[src/rtl/dense_argmax.sv]
// ---------------------------------------------------------------------------
// dense_argmax
//
// Fully connected classifier layer followed by an argmax. For each class c
// the block computes
//     logit[c] = bias[c] + sum_k ((feature[k] * weight[c*N_IN + k]) >>> FRAC)
// in signed fixed point. It reports the index and value of the largest
// logit. Ties resolve to the lower class index.
//
// All three memories are external and have a 1-cycle synchronous read.
// An address driven in cycle n returns its data in cycle n+1.
//
// Optional feature:
//     DENSE_SAT_EN - when defined, each accumulate saturates to the signed
//                    32-bit range. When undefined, each accumulate wraps
//                    modulo 2^32.
//
// Ports:
//     Clk         - single clock
//     Reset       - synchronous, active-high
//     start       - request a classification (ignored while busy)
//     curdata     - feature word read from data_addr
//     curweight   - weight word read from weight_addr
//     curbias     - bias word read from bias_addr
//     data_addr   - temp RAM feature address (0 outside MAC)
//     weight_addr - weight ROM address (0 outside MAC)
//     bias_addr   - bias ROM address (0 outside BIAS_ADDR)
//     digit       - predicted class, held between completions
//     score       - winning logit, held between completions
//     busy        - high whenever the FSM is not idle
//     ready       - one-cycle pulse, aligned with the update of digit/score
// ---------------------------------------------------------------------------
module dense_argmax #(
    parameter int N_IN  = 60,
    parameter int N_OUT = 10,
    parameter int FRAC  = 16
) (
    input  logic               Clk,
    input  logic               Reset,
    input  logic               start,
    input  logic signed [31:0] curdata,
    input  logic signed [31:0] curweight,
    input  logic signed [31:0] curbias,
    output logic        [13:0] data_addr,
    output logic        [13:0] weight_addr,
    output logic        [9:0]  bias_addr,
    output logic        [3:0]  digit,
    output logic signed [31:0] score,
    output logic               busy,
    output logic               ready
);

    localparam int CW = (N_OUT > 1) ? $clog2(N_OUT) : 1;
    localparam int KW = $clog2(N_IN + 1);

    typedef enum logic [2:0] {
        IDLE,
        BIAS_ADDR,
        BIAS_LOAD,
        MAC,
        COMPARE,
        DONE
    } state_t;

    state_t                state_q, state_d;
    logic [CW-1:0]         c_q, c_d;
    logic [KW-1:0]         k_q, k_d;
    logic signed [31:0]    acc_q, acc_d;
    logic signed [31:0]    best_q, best_d;
    logic [3:0]            best_idx_q, best_idx_d;
    logic [3:0]            digit_q, digit_d;
    logic signed [31:0]    score_q, score_d;
    logic                  ready_q, ready_d;

    logic                  k_last;
    logic                  c_last;
    logic [KW-1:0]         k_addr;
    logic signed [63:0]    prod_full;
    logic signed [31:0]    prod_trunc;
    logic signed [31:0]    acc_sum;

    assign k_last = (k_q == KW'(N_IN));
    assign c_last = (c_q == CW'(N_OUT - 1));

    // In the final MAC cycle the address is not used. Clamp it to the last
    // valid feature so that the weight address of the last class stays
    // inside the ROM.
    assign k_addr = k_last ? KW'(N_IN - 1) : k_q;

    // Sign-extend both operands explicitly. The low 64 bits of the product
    // are then the exact signed product. The arithmetic shift drops the
    // fractional bits, and the cast keeps the low 32 bits.
    assign prod_full  = {{32{curdata[31]}}, curdata} * {{32{curweight[31]}}, curweight};
    assign prod_trunc = 32'(prod_full >>> FRAC);

`ifdef DENSE_SAT_EN
    logic [32:0] sum_wide;

    // One guard bit is enough to detect overflow of a two-operand add.
    // If the top two bits disagree, the sum left the 32-bit range.
    assign sum_wide = {acc_q[31], acc_q} + {prod_trunc[31], prod_trunc};

    always_comb begin
        acc_sum = sum_wide[31:0];
        if (sum_wide[32] != sum_wide[31]) begin
            acc_sum = sum_wide[32] ? {1'b1, 31'b0} : {1'b0, {31{1'b1}}};
        end
    end
`else
    assign acc_sum = acc_q + prod_trunc;
`endif

    // State and datapath registers.
    always_ff @(posedge Clk) begin
        if (Reset) begin
            state_q    <= IDLE;
            c_q        <= '0;
            k_q        <= '0;
            acc_q      <= '0;
            best_q     <= '0;
            best_idx_q <= '0;
            digit_q    <= '0;
            score_q    <= '0;
            ready_q    <= 1'b0;
        end else begin
            state_q    <= state_d;
            c_q        <= c_d;
            k_q        <= k_d;
            acc_q      <= acc_d;
            best_q     <= best_d;
            best_idx_q <= best_idx_d;
            digit_q    <= digit_d;
            score_q    <= score_d;
            ready_q    <= ready_d;
        end
    end

    // Next-state logic.
    always_comb begin
        state_d = state_q;
        case (state_q)
            IDLE:      if (start) state_d = BIAS_ADDR;
            BIAS_ADDR: state_d = BIAS_LOAD;
            BIAS_LOAD: state_d = MAC;
            MAC:       if (k_last) state_d = COMPARE;
            COMPARE:   state_d = c_last ? DONE : BIAS_ADDR;
            DONE:      state_d = IDLE;
            default:   state_d = IDLE;
        endcase
    end

    // Counter, accumulator and result updates.
    always_comb begin
        c_d        = c_q;
        k_d        = k_q;
        acc_d      = acc_q;
        best_d     = best_q;
        best_idx_d = best_idx_q;
        digit_d    = digit_q;
        score_d    = score_q;
        ready_d    = 1'b0;
        case (state_q)
            IDLE: begin
                if (start) c_d = '0;
            end
            BIAS_LOAD: begin
                acc_d = curbias;
                k_d   = '0;
            end
            MAC: begin
                // The data on the inputs belongs to the address from the
                // previous cycle (index k-1). At k == 0 nothing has arrived yet.
                if (k_q != '0) acc_d = acc_sum;
                if (!k_last) k_d = k_q + KW'(1);
            end
            COMPARE: begin
                // The comparison is strict, so a tie keeps the earlier
                // (lower) class.
                if ((c_q == '0) || (acc_q > best_q)) begin
                    best_d     = acc_q;
                    best_idx_d = 4'(c_q);
                end
                if (!c_last) c_d = c_q + CW'(1);
            end
            DONE: begin
                digit_d = best_idx_q;
                score_d = best_q;
                ready_d = 1'b1;
            end
            default: ;
        endcase
    end

    // Output decode. Addresses are only non-zero in the states that use them.
    always_comb begin
        data_addr   = '0;
        weight_addr = '0;
        bias_addr   = '0;
        case (state_q)
            BIAS_ADDR: bias_addr = 10'(c_q);
            MAC: begin
                data_addr   = 14'(k_addr);
                weight_addr = 14'(int'(c_q) * N_IN + int'(k_addr));
            end
            default: ;
        endcase
    end

    assign busy  = (state_q != IDLE);
    assign ready = ready_q;
    assign digit = digit_q;
    assign score = score_q;

endmodule

[config.mk]
export PLATFORM = sky130hd
export DESIGN_NAME = dense_argmax
export DESIGN_NICKNAME = d
export VERILOG_FILES = /design/src/rtl/dense_argmax.sv
export SDC_FILE = /design/constraint.sdc
export NUM_CORES = 2
export LEC_CHECK = 0
export BUFFER_PORTS_ARGS = -buffer_cell sky130_fd_sc_hd__buf_2
export CORE_AREA = 5 5 241 243
export DETAILED_ROUTE_END_ITERATION = 8
export DIE_AREA = 0 0 246 248
export PLACE_DENSITY = 0.83
export SLEW_MARGIN = 20
export SYNTH_ARGS = -nofsm -noshare
export SYNTH_HDL_FRONTEND = slang
export SYNTH_SLANG_ARGS = --single-unit
[constraint.sdc]
create_clock -name Clk -period 10.9 [get_ports Clk]
set_input_delay 1.09 -clock Clk [delete_from_list [all_inputs] [get_ports Clk]]
set_output_delay 1.09 -clock Clk [all_outputs]
set_load 0.05 [all_outputs]
==> metrics.txt <==
status complete, no violations; RePlAce Congestion approximately 0.95; Post-CTS Setup Inserts 0; Post-Syn Instances 4024; Setup TNS 0 ns; vias per cell 5.65; Top Ports ~180; H-tree depth 4; HPWL Detailed 75.9 mm; area of the multi-input gates ~0.03 mm2; DRC errors left 0; met1 global-route usage 40.7%; FP Rows between 80 and 90; M2 GR Usage a little over half; 1st-iter DRT viols ~2000; drt pass-1 iters 6; CTS tree built; initial core utilization about two thirds; Clock Latency Late Sink about 0.4 ns; Die Y 248 um; Post-synth top cells inv_1, fa_1, nand2_1; Global Route Usage Sum 31.3%; Area Overhead vs Synth 5.52%; Core Area between 0.05 and 0.06 mm2; pin count of the biggest net entering global routing 87; final hold vios 0; Layout Nets between 5000 and 6000; Fill cells 4243; Critical Path AT roughly 11 ns; Slew @ Worst Pin a little over 0.9 ns; wire per inst 19.1 um; clk sink count about 120; first-pass GRT wire length approximately 150 mm; busiest grt layer met2; register area share after synthesis under 10%; post-CTS sizing 0; Fmax between 90 and 100 MHz; most instantiated library cell after synthesis inv_1; RSZ-0062 raised after global routing no; Hold-fix buffers, CTS 0; Synth area leader fa_1; CP Launch Type primary input; register area roughly 0.0024 mm2; Final Critical Period 10.26 ns; vias in the first global route a little under 30000; crit share post-route 94.2%; CTS root buf clkbuf_16; clock slew seen by the registers of the worst setup and hold paths roughly 0.05 ns; maxcap violations 0; Avg Cell Area, Syn ~9 um2; FFs w/ async S/R, synth 0%; relative slew slack about two fifths; total gr overflow 0; setup violators final 0; worst-path fanout max 33; Crit path largest cell delay slightly below 0.6 ns; post-synthesis cell type count 64; share of layout cells above drive strength 1 around 6.4%; initial antenna violation count 2; number of CTS-inserted buffers 17; via count approximately 27000; Critical Path RT around 11 ns; DRT Wirelength between 90 and 100 mm; Clock Path Buffers 2; ys flop type dfxtp_1; CP delay by family, top adder cells; synth warn 0; CP Buf/Inv Count 5; Setup Crit Path Kind in2reg; Port Buffers 157; mapped cell area between 0.03 and 0.04 mm2; slowest CP cell buf_2; Post-DRT Antenna Nets 0; M3 GR Usage about 7.3%; Post-synth EDFFs 0; Worst Setup End Kind flip-flop; pins over their slew limit 0; worst clock skew approximately 0.0084 ns; Die Width between 200 and 250 um; Hold Crit Class reg2reg; Yosys top cell area share a little under half; Synth Register Bits 118; die area 0.0610 mm2; Synth area leaders fa_1, and2_1, inv_1
per-stage QoR:
stage	cell area [um2]	worst slack (ns)	util, %	hold slack, ns	std cells
after floorplan	36300	1.25	-	0.431	4040
after global placement	37600	0.452	67.4	0.441	4783
after detailed placement	37600	0.276	67.4	0.443	4783
after CTS	38200	0.675	68.6	0.451	4815
after global routing	38200	0.0842	68.6	0.468	4815
final	38200	0.637	68.6	0.450	4816
final cells by class:
cell class              count  share of cell area, %
multi-input cells        2845                   78.0
inverters                 846                   8.31
flip-flops and latches    118                   6.18
repair buffers            218                   3.26
well taps                 756                   2.47
clock buffers              19                   1.16
clock inverters            13                  0.573
diodes                      1                0.00654
metal layers:
layer  vias to the layer above  part of all wire, %
met5                         -                0.040
met4                         4                  4.1
met3                       269                  9.7
met2                      1302                   49
met1                     13800                   38
li1                      11900                    -
logic make-up after synthesis:
logic type      count (synthesis)  share of synthesized area [%]
compound gates                289                           5.22
xor+xnor                      112                           2.71
fa+ha+maj                    1097                           55.4
buf+inv                      1077                           11.4
flops                         118                           6.52
mux                            41                           1.13
other cells                     1                         0.0103
simple gates                 1289                           17.7
flip-flops by register name, indices dropped and copies added (netlist names):
name / count
acc_q: 32
best_q: 32
score: 32
k_q: 6
best_idx_q: 4
c_q: 4
digit: 4
state_q: 3
ready: 1
worst paths after layout:
kind	to	slack, ns	cells past startpoint	start
worst max-delay path	acc_q[31]	0.64	36	curweight[1]
worst min-delay path	score[5]	0.45	2	score[5]
worst max register to register	acc_q[21]	7.36	12	acc_q[1]
worst min register to register	score[5]	0.45	2	score[5]
cells in the final DEF (no fill, tap or decap), types with 5 or more instances in the layout:
cell type | netlist | final
bufinv_16 | 0 | 5
a311oi_1 | 23 | 23
o21bai_1 | 10 | 10
xor2_1 | 31 | 31
dfxtp_1 | 118 | 118
o21a_1 | 10 | 10
and2_1 | 508 | 509
nand2b_1 | 16 | 16
buf_4 | 19 | 62
a31oi_1 | 11 | 10
a211oi_1 | 13 | 13
o211ai_1 | 7 | 7
nor2b_1 | 26 | 26
a21oi_1 | 106 | 105
o21ai_0 | 25 | 25
and4_1 | 5 | 5
mux2i_1 | 41 | 41
buf_2 | 4 | 156
ha_1 | 252 | 252
nand3_1 | 20 | 20
clkbuf_16 | 0 | 17
a21o_1 | 37 | 37
nor3_1 | 12 | 12
conb_1 | 1 | 17
o21ai_1 | 12 | 12
and3_1 | 9 | 9
nand4_1 | 15 | 15
nor2_1 | 124 | 124
inv_1 | 846 | 846
xnor2_1 | 81 | 81
fa_1 | 845 | 845
nand2_1 | 536 | 536
worst register-to-register path, cell delays in order (launching register included):
cell,delay (ns)
dfxtp_1,0.49
ha_1,0.30
a211oi_1,0.30
o21bai_1,0.12
a21oi_1,0.41
nor4_1,0.11
nor3_1,0.53
o21ai_1,0.21
a21o_1,0.22
a21oi_1,0.17
xnor2_1,0.15
mux2i_1,0.12
a211oi_1,0.31
Power is not shown: default switching activity piles up to over one toggle a cycle in this logic, so the estimate is an artifact.
